### config.mk
export PLATFORM = sky130hd
export DESIGN_NAME = spi_status_display
export DESIGN_NICKNAME = d
export VERILOG_FILES = /design/src/rtl/spi_status_display.sv
export SDC_FILE = /design/constraint.sdc
export NUM_CORES = 1
export LEC_CHECK = 0
export ABC_AREA = 1
export CAP_MARGIN = 0
export CORE_MARGIN = 10
export CORE_UTILIZATION = 35
export DETAILED_ROUTE_END_ITERATION = 10
export SYNTH_ARGS = -nofsm -noshare
export SYNTH_HDL_FRONTEND = slang
export SYNTH_SLANG_ARGS = --single-unit
### constraint.sdc
create_clock -name clk -period 1.78 [get_ports clk]
set_input_delay 0.178 -clock clk [delete_from_list [all_inputs] [get_ports clk]]
set_output_delay 0.178 -clock clk [all_outputs]
set_load 0.02 [all_outputs]
### src/rtl/spi_status_display.sv
// SPI-slaved status display: receives state frames, runs the system-state FSM and drives
// a bicolour bargraph plus result LEDs. Define SPI_WATCHDOG_EN to add a lost-master watchdog.
module spi_status_display #(
  parameter int unsigned BAR_W       = 4,
  parameter int unsigned N_RES       = 4,
  parameter int unsigned RES_W       = 3,
  parameter int unsigned SWEEP_DIV   = 22,
  parameter int unsigned SYNC_STAGES = 2,
  parameter int unsigned WDOG_W      = 26
) (
  input  logic             clk,
  input  logic             reset,
  input  logic             sck,
  input  logic             sdi,
  input  logic             cs_n,
  output logic             sdo,
  input  logic [RES_W-1:0] result,
  output logic             frame_valid,
  output logic [2:0]       sys_state,
  output logic [BAR_W-1:0] bar_R,
  output logic [BAR_W-1:0] bar_G,
  output logic             led_rdy,
  output logic             led_rec,
  output logic [N_RES-1:0] led_res,
  output logic             fail
);

  localparam int unsigned IdxW = (BAR_W > 2) ? $clog2(BAR_W) : 1;

  typedef enum logic [2:0] {
    StReady   = 3'd1,
    StListen  = 3'd2,
    StProcess = 3'd3,
    StDone    = 3'd4
  } state_e;

  state_e state_q, state_d;

  // ---------------------------------------------------------------------------
  // Input synchronisers and edge detection
  // ---------------------------------------------------------------------------
  logic [SYNC_STAGES-1:0] sck_sync_q, sdi_sync_q, cs_sync_q;
  logic                   sck_s, sdi_s, cs_s;
  logic                   sck_prev_q, cs_prev_q;
  logic                   sck_rise, sck_fall, cs_fall;

  always_ff @(posedge clk or negedge reset) begin
    if (!reset) begin
      sck_sync_q <= '0;
      sdi_sync_q <= '0;
      cs_sync_q  <= '1;
      sck_prev_q <= 1'b0;
      cs_prev_q  <= 1'b1;
    end else begin
      sck_sync_q <= {sck_sync_q[SYNC_STAGES-2:0], sck};
      sdi_sync_q <= {sdi_sync_q[SYNC_STAGES-2:0], sdi};
      cs_sync_q  <= {cs_sync_q[SYNC_STAGES-2:0], cs_n};
      sck_prev_q <= sck_s;
      cs_prev_q  <= cs_s;
    end
  end

  assign sck_s    = sck_sync_q[SYNC_STAGES-1];
  assign sdi_s    = sdi_sync_q[SYNC_STAGES-1];
  assign cs_s     = cs_sync_q[SYNC_STAGES-1];
  assign sck_rise = sck_s & ~sck_prev_q;
  assign sck_fall = ~sck_s & sck_prev_q;
  assign cs_fall  = ~cs_s & cs_prev_q;

  // ---------------------------------------------------------------------------
  // SPI shift logic
  // ---------------------------------------------------------------------------
  logic [RES_W-1:0] res_lat_q, res_lat_d;
  logic             have_result_q, have_result_d;
  logic             fail_q, fail_d;
  logic [2:0]       res_lo;

  if (RES_W >= 3) begin : gen_res_lo_trunc
    assign res_lo = res_lat_q[2:0];
  end else begin : gen_res_lo_ext
    assign res_lo = {{(3 - RES_W){1'b0}}, res_lat_q};
  end

  // Only the last three received bits decide a frame, so only those are kept.
  logic [1:0] rx_q, rx_d;
  logic [2:0] bit_cnt_q, bit_cnt_d;
  logic [7:0] tx_q, tx_d;
  logic       sdo_q, sdo_d;
  logic       accept;
  logic [2:0] code;
  logic       frame_valid_q;

  always_comb begin
    rx_d      = rx_q;
    bit_cnt_d = bit_cnt_q;
    tx_d      = tx_q;
    sdo_d     = sdo_q;
    accept    = 1'b0;
    code      = {rx_q, sdi_s};
    if (cs_s) begin
      sdo_d     = 1'b0;
      bit_cnt_d = '0;
    end else if (cs_fall) begin
      tx_d      = {2'b00, res_lo, state_q};
      bit_cnt_d = '0;
      sdo_d     = tx_d[7];
    end else begin
      if (sck_rise) begin
        rx_d      = {rx_q[0], sdi_s};
        bit_cnt_d = bit_cnt_q + 3'd1;
        if (bit_cnt_q == 3'd7 && code >= 3'd1 && code <= 3'd4) begin
          accept = 1'b1;
        end
      end
      if (sck_fall) begin
        tx_d  = {tx_q[6:0], 1'b0};
        sdo_d = tx_q[6];
      end
    end
  end

  always_ff @(posedge clk or negedge reset) begin
    if (!reset) begin
      rx_q          <= '0;
      bit_cnt_q     <= '0;
      tx_q          <= '0;
      sdo_q         <= 1'b0;
      frame_valid_q <= 1'b0;
    end else begin
      rx_q          <= rx_d;
      bit_cnt_q     <= bit_cnt_d;
      tx_q          <= tx_d;
      sdo_q         <= sdo_d;
      frame_valid_q <= accept;
    end
  end

  // ---------------------------------------------------------------------------
  // Optional lost-master watchdog
  // ---------------------------------------------------------------------------
  logic active;
  assign active = (state_q == StListen) || (state_q == StProcess);

`ifdef SPI_WATCHDOG_EN
  logic [WDOG_W-1:0] wdog_q, wdog_d;
  logic              wdog_expired;

  assign wdog_expired = active && (&wdog_q);

  always_comb begin
    wdog_d = wdog_q + 1'b1;
    if (!active || frame_valid_q || wdog_expired) begin
      wdog_d = '0;
    end
  end

  always_ff @(posedge clk or negedge reset) begin
    if (!reset) begin
      wdog_q <= '0;
    end else begin
      wdog_q <= wdog_d;
    end
  end
`else
  logic wdog_expired;
  assign wdog_expired = 1'b0;
`endif

  // ---------------------------------------------------------------------------
  // System-state FSM and result latch
  // ---------------------------------------------------------------------------
  always_comb begin
    state_d       = state_q;
    res_lat_d     = res_lat_q;
    have_result_d = have_result_q;
    fail_d        = fail_q;
    if (accept) begin
      state_d = state_e'(code);
      if (code == 3'd4 && state_q != StDone) begin
        res_lat_d     = result;
        have_result_d = 1'b1;
        fail_d        = (result == '0);
      end
    end else if (wdog_expired) begin
      // A silent master is reported as a failed result.
      state_d       = StReady;
      res_lat_d     = '0;
      have_result_d = 1'b1;
      fail_d        = 1'b1;
    end
  end

  always_ff @(posedge clk or negedge reset) begin
    if (!reset) begin
      state_q       <= StReady;
      res_lat_q     <= '0;
      have_result_q <= 1'b0;
      fail_q        <= 1'b0;
    end else begin
      state_q       <= state_d;
      res_lat_q     <= res_lat_d;
      have_result_q <= have_result_d;
      fail_q        <= fail_d;
    end
  end

  // ---------------------------------------------------------------------------
  // PROCESS sweep: bouncing index, restarted at 0 on every PROCESS entry
  // ---------------------------------------------------------------------------
  logic [SWEEP_DIV-1:0] sweep_cnt_q, sweep_cnt_d;
  logic [IdxW-1:0]      idx_q, idx_d;
  logic                 dir_down_q, dir_down_d;

  always_comb begin
    sweep_cnt_d = sweep_cnt_q + 1'b1;
    idx_d       = idx_q;
    dir_down_d  = dir_down_q;
    if (state_q != StProcess) begin
      sweep_cnt_d = '0;
      idx_d       = '0;
      dir_down_d  = 1'b0;
    end else if (&sweep_cnt_q) begin
      if (!dir_down_q) begin
        if (idx_q == IdxW'(BAR_W - 1)) begin
          idx_d      = IdxW'(BAR_W - 2);
          dir_down_d = 1'b1;
        end else begin
          idx_d = idx_q + 1'b1;
        end
      end else begin
        if (idx_q == '0) begin
          idx_d      = IdxW'(1);
          dir_down_d = 1'b0;
        end else begin
          idx_d = idx_q - 1'b1;
        end
      end
    end
  end

  always_ff @(posedge clk or negedge reset) begin
    if (!reset) begin
      sweep_cnt_q <= '0;
      idx_q       <= '0;
      dir_down_q  <= 1'b0;
    end else begin
      sweep_cnt_q <= sweep_cnt_d;
      idx_q       <= idx_d;
      dir_down_q  <= dir_down_d;
    end
  end

  // ---------------------------------------------------------------------------
  // Display decode, registered
  // ---------------------------------------------------------------------------
  logic [BAR_W-1:0] bar_r_q, bar_r_d, bar_g_q, bar_g_d;
  logic             led_rdy_q, led_rdy_d, led_rec_q, led_rec_d;
  logic [N_RES-1:0] led_res_q, led_res_d, res_dec;
  logic             fail_out_q;

  always_comb begin
    res_dec = '0;
    for (int k = 1; k <= int'(N_RES); k++) begin
      res_dec[k-1] = have_result_q && (32'(res_lat_q) == 32'(k));
    end
  end

  always_comb begin
    bar_r_d   = '0;
    bar_g_d   = '0;
    led_rdy_d = 1'b0;
    led_rec_d = 1'b0;
    led_res_d = '0;
    unique case (state_q)
      StReady: begin
        led_rdy_d = 1'b1;
        led_res_d = res_dec;
        if (have_result_q && fail_q) bar_r_d = '1;
        else                         bar_g_d = '1;
      end
      StListen: begin
        led_rec_d = 1'b1;
        bar_r_d   = '1;
        led_res_d = '1;
      end
      StProcess: begin
        bar_r_d   = BAR_W'(1) << idx_q;
        led_res_d = '1;
      end
      StDone: begin
        bar_g_d   = '1;
        led_res_d = res_dec;
      end
      default: ;
    endcase
  end

  always_ff @(posedge clk or negedge reset) begin
    if (!reset) begin
      bar_r_q    <= '0;
      bar_g_q    <= '1;
      led_rdy_q  <= 1'b1;
      led_rec_q  <= 1'b0;
      led_res_q  <= '0;
      fail_out_q <= 1'b0;
    end else begin
      bar_r_q    <= bar_r_d;
      bar_g_q    <= bar_g_d;
      led_rdy_q  <= led_rdy_d;
      led_rec_q  <= led_rec_d;
      led_res_q  <= led_res_d;
      fail_out_q <= fail_q;
    end
  end

  assign sdo         = sdo_q;
  assign frame_valid = frame_valid_q;
  assign sys_state   = state_q;
  assign bar_R       = bar_r_q;
  assign bar_G       = bar_g_q;
  assign led_rdy     = led_rdy_q;
  assign led_rec     = led_rec_q;
  assign led_res     = led_res_q;
  assign fail        = fail_out_q;

endmodule

# [After elaboration in Yosys (flattened, before gate mapping)]
# Cells that the tools add are included.
[classes] n_bitwise=7 n_mux=30 shift=1 add_sub_neg=4 magnitude_cmp=2 eq_ne=13 reduce_logical=20
[ops] operator="$add A22 B1 Y22 const B" count=1
[ops] operator="$mux W22" count=1
[ops] operator="$reduce_and A22 Y1" count=1
[ops] operator="$pmux W4 S2" count=2
[ops] operator="$mux W1" count=14
[ops] operator="$mux W7" count=2
[ops] operator="$eq A3 B2 Y1 const B" count=4
[ops] operator="$eq A3 B3 Y1 const B" count=4
[ops] operator="$pmux W4 S3" count=1
[ops] operator="$mux W2" count=5
[ops] operator="$mux W3" count=3
[ops] operator="$logic_and A1 B1 Y1" count=8
[ops] operator="$mux W4" count=2
[ops] operator="$eq A3 B1 Y1 const B" count=2
[ops] operator="$reduce_bool A3 Y1" count=2
[ops] operator="$not A1 Y1" count=4
[ops] operator="$reduce_and A2 Y1" count=2
[ops] operator="$reduce_bool A2 Y1" count=2
[ops] operator="$reduce_or A2 Y1" count=2
[ops] operator="$shl A1 B2 Y4 const A" count=1
[ops] operator="$add A3 B1 Y3 const B" count=1
[ops] operator="$and A1 B1 Y1" count=3
[ops] operator="$ge A3 B1 Y1 const B" count=1
[ops] operator="$le A3 B3 Y1 const B" count=1
[ops] operator="other kinds (8)" count=8
[word_totals] ff_bits=70 inputBits=8 word_cells=100 out_inout_bits=20

# [Longest topological paths before layout]
# Gate-level depths: netlist of run 1.
[logic_depth] depth_word=8 mapped_depth=8 ltp_nobuf=8

# [Worst setup path before layout of run 1]
# OpenSTA, ideal clock, no wires.
[synth_timing] kind="reg2reg" start="register sweep_cnt_q[0]" end="register sweep_cnt_q[16]" t_arrival_ns=1.268 t_required_ns=1.658 n_path_buf=0 setup_time_ns=0.122 period_less_slack_ns=1.390 slack_ns=0.390 stages_incl_launch_ff=8 path_cell_list="dfrtp_1 ha_1 nand2_2 nor2_4 nand2_4 nor2_8 nand2_1 nor3b_2"
[synth_via] elab_chain_cells=2
[synth_lines] element="from (decl)" line_no="210" source="logic [SWEEP_DIV-1:0] sweep_cnt_q, sweep_cnt_d;"
[synth_lines] element="from (signal assigned)" line_no="247" source="sweep_cnt_q <= sweep_cnt_d;"
[synth_lines] element="$add A22 B1 Y22" line_no="215" source="sweep_cnt_d = sweep_cnt_q + 1'b1;"
[synth_lines] element="$mux W22" line_no="218" source="if (state_q != StProcess) begin"
[synth_lines] element="via sweep_cnt_d[16]" line_no="210"
# The timed path passes the listed nets, and every way through them passes these cells.
# A chain may end at the register's enable or synchronous reset.

# [Final worst setup path of run 1]
[layout_timing] start="register state_q[2], in the netlist sys_state[2]" end="output sys_state[2]"
[layout_rtl] element="from (decl)" line_no="37" source="state_e state_q, state_d;"
[layout_rtl] element="from (signal assigned)" line_no="195" source="state_q <= StReady;"
[layout_rtl] element="from (signal assigned)" line_no="200" source="state_q <= state_d;"
[layout_rtl] element="to (decl)" line_no="19" source="output logic [2:0] sys_state,"
# No word-level cell between the ends.

==> results of run 1 <==
-- layout make-up --
class / count / area (um2)
Tap cell: 105 / 131
Multi-Input combinational cell: 235 / 1150
Clock buffer: 11 / 141
Timing Repair Buffer: 33 / 328
Clock inverter: 5 / 62.6
Sequential cell: 67 / 1680
Fill cell: 816 / 4690
Inverter: 41 / 154
-- flip-flops by register name, summed over array words and instances (netlist names), 3 cells and up --
| name | flops |
|---|---|
| tx_q | 7 |
| led_res | 4 |
| sweep_cnt_q | 22 |
| bar_R | 4 |
| sys_state | 3 |
| res_lat_q | 3 |
| bit_cnt_q | 3 |
-- cells in the mapped netlist --
cell type	n
sky130_fd_sc_hd__a21oi_1	10
sky130_fd_sc_hd__a31o_2	1
sky130_fd_sc_hd__a31oi_1	7
sky130_fd_sc_hd__buf_2	1
sky130_fd_sc_hd__buf_4	3
sky130_fd_sc_hd__buf_6	2
sky130_fd_sc_hd__dfrtp_1	61
sky130_fd_sc_hd__dfstp_2	6
sky130_fd_sc_hd__ha_1	3
sky130_fd_sc_hd__inv_1	39
sky130_fd_sc_hd__inv_2	2
sky130_fd_sc_hd__nand2_1	89
sky130_fd_sc_hd__nand2_2	5
sky130_fd_sc_hd__nand2_4	1
sky130_fd_sc_hd__nand3_1	17
sky130_fd_sc_hd__nand4_1	7
sky130_fd_sc_hd__nor2_1	50
sky130_fd_sc_hd__nor2_2	3
sky130_fd_sc_hd__nor2_4	2
sky130_fd_sc_hd__nor2_8	1
sky130_fd_sc_hd__nor3_1	1
sky130_fd_sc_hd__nor3_4	1
sky130_fd_sc_hd__nor3b_2	1
sky130_fd_sc_hd__o211ai_1	1
sky130_fd_sc_hd__o21a_1	1
sky130_fd_sc_hd__o21ai_0	23
sky130_fd_sc_hd__o21ai_1	1
sky130_fd_sc_hd__o21bai_1	1
sky130_fd_sc_hd__o31ai_1	3
sky130_fd_sc_hd__o32ai_1	1
sky130_fd_sc_hd__xnor2_1	3
sky130_fd_sc_hd__xor2_1	2
-- per-stage QoR --
step	instance area (um2)	cells	setup slack (ns)	total power, mW	hold WS [ns]
floorplan	3030	349	0.390	1.68	-0.118
detailed placement	3430	480	0.365	1.75	0.226
global route	3650	497	0.0438	3.13	0.235
CTS	3640	497	0.000385	3.03	0.225
finish	3650	497	0.0948	3.00	0.241
global placement	3430	480	0.380	1.75	0.221
-- worst max-delay path by stage --
stage                         from               to  slack, ns
floorplan           sweep_cnt_q[0]  sweep_cnt_q[16]       0.39
global placement      sys_state[0]   sweep_cnt_q[8]       0.38
detailed placement    sys_state[0]   sweep_cnt_q[8]       0.37
CTS                   sys_state[0]     sys_state[0]     0.0004
global route          sys_state[2]     sys_state[2]       0.04
finish                sys_state[2]     sys_state[2]       0.09
-- cell usage in the layout, fill, tap and decap left out, types with 2 or more instances in the layout --
| master | instances |
|---|---|
| sky130_fd_sc_hd__nand2_1 | 89 |
| sky130_fd_sc_hd__xnor2_1 | 3 |
| sky130_fd_sc_hd__clkinv_4 | 2 |
| sky130_fd_sc_hd__clkbuf_8 | 10 |
| sky130_fd_sc_hd__clkinvlp_4 | 2 |
| sky130_fd_sc_hd__a31oi_1 | 7 |
| sky130_fd_sc_hd__a21oi_1 | 10 |
| sky130_fd_sc_hd__nand2_2 | 5 |
| sky130_fd_sc_hd__ha_1 | 3 |
| sky130_fd_sc_hd__dfrtp_1 | 61 |
| sky130_fd_sc_hd__nand3_1 | 17 |
| sky130_fd_sc_hd__dfstp_2 | 6 |
| sky130_fd_sc_hd__xor2_1 | 2 |
| sky130_fd_sc_hd__o21ai_0 | 23 |
| sky130_fd_sc_hd__inv_2 | 2 |
| sky130_fd_sc_hd__inv_1 | 39 |
| sky130_fd_sc_hd__nor2_1 | 50 |
| sky130_fd_sc_hd__nor2_2 | 3 |
| sky130_fd_sc_hd__nand4_1 | 7 |
| sky130_fd_sc_hd__nor2_4 | 2 |
| sky130_fd_sc_hd__o31ai_1 | 3 |
| sky130_fd_sc_hd__buf_4 | 4 |
| sky130_fd_sc_hd__clkdlybuf4s50_1 | 25 |
-- routing by layer --
metal	wire, um	track usage (%)
met2	2690	15.1
met3	257	2.48
met4	126	5.84
met5	0	0
met1	2880	12.7
-- power breakdown --
group / total, mW / internal (mW) / switching [mW] / leakage (nW)
Combinational: 0.132 / 0.0516 / 0.0801 / 0.663
Sequential: 1.59 / 1.57 / 0.0228 / 0.861
Clock: 1.28 / 0.690 / 0.588 / 0.0957
-- what timing repair did --
| item | in CTS | in global routing |
|---|---|---|
| gates resized for setup | 0 | 1 |
| endpoints found under the hold margin | 61 | 0 |
| setup endpoints to repair | 0 | 1 |
| hold buffers | 1 | 0 |
| buffers inserted | 0 | 0 |
-- cells by family after synthesis --
group | Yosys count | share of synthesized area [%]
AO/OA/AOI/OAI | 49 | 9.11
XOR/XNOR | 5 | 1.44
adder cells (fa/ha/maj) | 3 | 1.24
buffers and inverters | 47 | 6.72
flip-flops | 67 | 55.5
AND/OR/NAND/NOR | 178 | 26.0
==> results.json, run 1 <==
{
  "drt-initial-drc-count": 85,
  "finish.net_count": 398,
  "hold_viol_final": 0,
  "critPathSlowestCell": "sky130_fd_sc_hd__clkdlybuf4s50_1",
  "maxSlewHeadroom_pct": 68.5,
  "proportion_of_layout_cells_with_a_drive_suffix_above_1_pct": 11.2,
  "timing.hold.worst_path_depth": 1,
  "worstMarginPinSlew_ns": 0.469,
  "synth.largest_area_cell": "sky130_fd_sc_hd__dfrtp_1",
  "final_min_period_over_clock_period_pct": 94.7,
  "mappedNetlistArea_um2": 3030,
  "viasPerCell": 4.59,
  "pwr_density_cell_nw_per_um2": 822,
  "vias": 2279,
  "crit_family": "buffers and inverters",
  "worstPathRequired_ns": 1.60,
  "floorplan.die.width_um": 113,
  "rr_worst_depth": 5,
  "clock_insertion_delay_at_the_later_pin_of_the_skew_report_ns": 0.34,
  "core.rowCount": 33,
  "end_kind": "output pin",
  "layout_min_cycle_time_ns": 1.69,
  "fmaxAchievable_mhz": 593,
  "setup_viol": 0,
  "tns_ns": 0,
  "synth_seq_cells": 67,
  "dieArea_um2": 12800,
  "ant_nets": 0,
  "firstDrtPassIters": 5,
  "first_global_vias": 2248,
  "worstPathMaxFanout": 7,
  "crit-reg2reg-capture": "sweep_cnt_q[8]",
  "drt_drc_violations_left": 0,
  "fin_worst_skew_ns": 0.00977,
  "synth_largest_type_area_fraction_pct": 50.3,
  "grt_antenna_before_repair": 0,
  "cts.sink_count": 67,
  "core_utilization_of_the_finished_layout_pct": 43.7,
  "maxCapViolCount": 0,
  "synth_to_layout_area_growth_pct": 20.2,
  "timing.critical_path.arrival_ns": 1.51,
  "synth_sequential_area_ratio_pct": 55.5,
  "yosys-top-cells-area": "sky130_fd_sc_hd__dfrtp_1 50%, sky130_fd_sc_hd__nand2_1 11%, sky130_fd_sc_hd__nor2_1 6.2%",
  "hold_path.startpoint": "cs_n",
  "maxSlewViolCount": 0,
  "reg2reg_setup_slack_ns": 0.35,
  "routed_wire_length_per_instance_um": 12.0,
  "start_of_the_worst_register_to_register_path": "sys_state[0]",
  "timing.critical_path.cells": "clkdlybuf4s50_1",
  "yosys.cell_types.count": 32,
  "postSynthNetCount": 360,
  "tritoncts": "yes",
  "first_pass_grt_wire_length_um": 10600,
  "leakagePower_nw": 1.62,
  "chipHeight_um": 113,
  "aggregate_global_route_resource_usage_pct": 10.0,
  "cp_num_buf_inv": 1,
  "place.detailed.hpwl_um": 4320,
  "warnings_from_yosys": 0,
  "route.final.wire_length_um": 5960,
  "grt_start_max_net_pins": 68,
  "critical_path_depth": 1,
  "clock_tree.buffer_depth": 2,
  "post_synth_inst_count": 349,
  "cts_inserted_buffers": 9,
  "worst-setup-path-type": "reg2out",
  "hold_end": "cs_sync_q[0]",
  "synthesis.area_per_instance_um2": 8.69,
  "worstHoldPathType": "in2reg",
  "start_util_pct": 36.4,
  "port_buffers": 27,
  "rsz_0062_raised_after_global_routing": "false",
  "core_area_um2": 8340,
  "finalWeightedCongestion": 0.884,
  "outcome": "finished clean",
  "vdd.ir_drop.worst_mv": 0.309,
  "worst_setup_path_start_kind": "register",
  "diodes": 0,
  "ctsHtreeMaxLevel": 3,
  "grt-ovfl-total": 0,
  "cts_root_buf": "sky130_fd_sc_hd__clkbuf_8",
  "path_clk_slew_ns": 0.08,
  "ioPinCount": 28,
  "largest_stage_delay_worst_path_ns": 0.68
}
(Power assumes the default switching activity.)
==> run 2, diff against run 1 <==
--- a/config.mk
+++ b/config.mk
@@ -10,6 +10,7 @@
 export CORE_MARGIN = 10
 export CORE_UTILIZATION = 35
 export DETAILED_ROUTE_END_ITERATION = 10
+export PLACE_DENSITY_LB_ADDON = 0.25
 export SYNTH_ARGS = -nofsm -noshare
 export SYNTH_HDL_FRONTEND = slang
 export SYNTH_SLANG_ARGS = --single-unit
==> run 2 against run 1 <==
  * Clock power is 9% lower
  * Clock skew up 0.0010 ns
  * Maximum frequency rose by 0.21%
  * Setup slack better by 0.0036 ns
  * Core utilization down 0.24 points
  * Via count is 1.1% higher
  * Routed wire length up 1.1%
  * Non-clock buffer count stayed put
  * Die area did not move
  * Global-route usage hardly changed
  * Largest cell class unchanged
  * Largest power group unchanged
==> results.json, run 2 (synthesized netlist as in run 1, its figures left out) <==
{
  "top_regs": "sweep_cnt_q: 22 flops, tx_q: 7 flops",
  "critPathSlowestCell": "sky130_fd_sc_hd__clkdlybuf4s50_1",
  "place.detailed.hpwl_um": 4380,
  "fin_worst_skew_ns": 0.0108,
  "start_util_pct": 36.4,
  "setup_slack_ns": 0.0984,
  "end_kind": "output pin",
  "routed_wire_length_per_instance_um": 12.1,
  "leakagePower_nw": 1.60,
  "drt-initial-drc-count": 133,
  "commonest_non_fill_non_tap_cell_in_the_layout": "sky130_fd_sc_hd__nand2_1",
  "outcome": "finished clean",
  "pwr-share-clk_pct": 40.4,
  "first_global_vias": 2209,
  "timing.critical_path.arrival_ns": 1.50,
  "seq_power_share_pct": 55.0,
  "report.power.total_mw": 2.89,
  "grt_antenna_before_repair": 0,
  "crit_family": "buffers and inverters",
  "grt_start_max_net_pins": 68,
  "path_clk_slew_ns": 0.07,
  "layout_min_cycle_time_ns": 1.68,
  "synth_to_layout_area_growth_pct": 19.5,
  "grt-ovfl-total": 0,
  "maxSlewViolCount": 0,
  "largest_register_ffs": 22,
  "floorplan.die.width_um": 113,
  "finish.net_count": 398,
  "worst_setup_path_start_kind": "register",
  "fmaxAchievable_mhz": 595,
  "ant_nets": 0,
  "port_buffers": 27,
  "chipHeight_um": 113,
  "fin_worst_hold_slack_ns": 0.247,
  "rr_worst_depth": 5,
  "power.share.switching_pct": 23.8,
  "cts.sink_count": 67,
  "viasPerCell": 4.64,
  "dieArea_um2": 12800,
  "largest_stage_delay_worst_path_ns": 0.67,
  "internal_power_mw": 2.20,
  "grt_util_met2_pct": 15.0,
  "tritoncts": "yes",
  "clock_tree.buffer_depth": 2,
  "pwr_density_cell_nw_per_um2": 796,
  "route.final.wire_length_um": 6020,
  "cts_root_buf": "sky130_fd_sc_hd__clkbuf_8",
  "worstPathRequired_ns": 1.60,
  "finalWeightedCongestion": 0.887,
  "combPwrFrac_pct": 4.6,
  "most-common-layout-cells": "89 x sky130_fd_sc_hd__nand2_1, 61 x sky130_fd_sc_hd__dfrtp_1, 50 x sky130_fd_sc_hd__nor2_1",
  "core_area_um2": 8340,
  "vias": 2305,
  "net_load_switching_power_uw": 688,
  "vdd.ir_drop.worst_mv": 0.314,
  "core.rowCount": 33,
  "worst-setup-path-type": "reg2out",
  "hold_viol_final": 0,
  "diodes": 0,
  "maxSlewHeadroom_pct": 62.3,
  "ioPinCount": 28,
  "tns_ns": 0,
  "cp_num_buf_inv": 1,
  "drt_drc_violations_left": 0,
  "dpl_worst_slack_ns": 0.364,
  "final_min_period_over_clock_period_pct": 94.5,
  "core_utilization_of_the_finished_layout_pct": 43.5,
  "critical_path_depth": 1,
  "timing.critical_path.cells": "clkdlybuf4s50_1",
  "grtUsageMet1_pct": 12.8,
  "worstMarginPinSlew_ns": 0.561,
  "cts_inserted_buffers": 9,
  "aggregate_global_route_resource_usage_pct": 10.0,
  "worstHoldPathType": "in2reg",
  "firstDrtPassIters": 4,
  "clock_insertion_delay_at_the_later_pin_of_the_skew_report_ns": 0.34,
  "global_route.peak_usage_layer": "met2",
  "timing.hold.worst_path_depth": 1,
  "registers.top_by_ff_count": "sweep_cnt_q",
  "worstPathMaxFanout": 7,
  "ctsHtreeMaxLevel": 3,
  "proportion_of_layout_cells_with_a_drive_suffix_above_1_pct": 11.5,
  "maxCapViolCount": 0,
  "grt_util_met3_pct": 3.01,
  "setup_viol": 0,
  "first_pass_grt_wire_length_um": 10600,
  "rsz_0062_raised_after_global_routing": "false"
}
[run 2: area by class of cell]
class                      instances  area (um2)
clock inverter                     5        36.3
multi-input combinational        235        1150
timing repair buffer              33         324
sequential                        67        1680
tap                              105         131
clock buffer                      11         151
inverter                          41         154
fill                             837        4710
[run 2: timing repair]
action / 4_1_cts / 5_1_grt
gates resized for setup: 1 / 0
endpoints found under the setup margin: 1 / 0
hold buffers: 1 / 0
hold endpoints to repair: 61 / 0
buffers inserted: 0 / 0
[run 2: power groups by stage]
stage          combinational, mW  sequential, mW  clock [mW]
2_1_floorplan             0.0657            1.61           0
3_5_place_dp               0.135            1.62           0
4_1_cts                    0.137            1.59        1.21
3_3_place_gp               0.132            1.62           0
5_1_grt                    0.157            1.59        1.28
6_report                   0.133            1.59        1.17
[run 2: worst reg2reg max path, cell delays in order (launching register included)]
cell	delay (ns)
sky130_fd_sc_hd__dfstp_2	0.59
sky130_fd_sc_hd__inv_2	0.07
sky130_fd_sc_hd__nor3_4	0.19
sky130_fd_sc_hd__buf_4	0.23
sky130_fd_sc_hd__o21ai_0	0.12
sky130_fd_sc_hd__a21oi_1	0.15
[run 2: path summary, 6_finish.rpt]
path / start / to / slack, ns
worst max-delay path: sys_state[2] / sys_state[2] / 0.1
worst min-delay path: cs_n / cs_sync_q[0] / 0.25
worst max register to register: sys_state[0] / sweep_cnt_q[5] / 0.36
worst min register to register: sck_sync_q[0] / sck_sync_q[1] / 0.35
max in group asynchronous: reset / bar_G[2] / 1.07
min in group asynchronous: reset / sck_sync_q[0] / 0.40
[run 2: layer usage]
layer | up-vias | wire length (um) | part of all wire (%)
li1 | 1194 | - | -
met4 | 0 | 93 | 1.5
met2 | 43 | 2660 | 44
met1 | 1062 | 2930 | 49
met3 | 6 | 332 | 5.5
met5 | - | 0 | 0
[run 2: per-stage QoR]
stage	cells	cell area (um2)
after floorplan	349	3030
after global placement	480	3430
after detailed placement	480	3430
after CTS	497	3630
after global routing	497	3630
final	497	3630
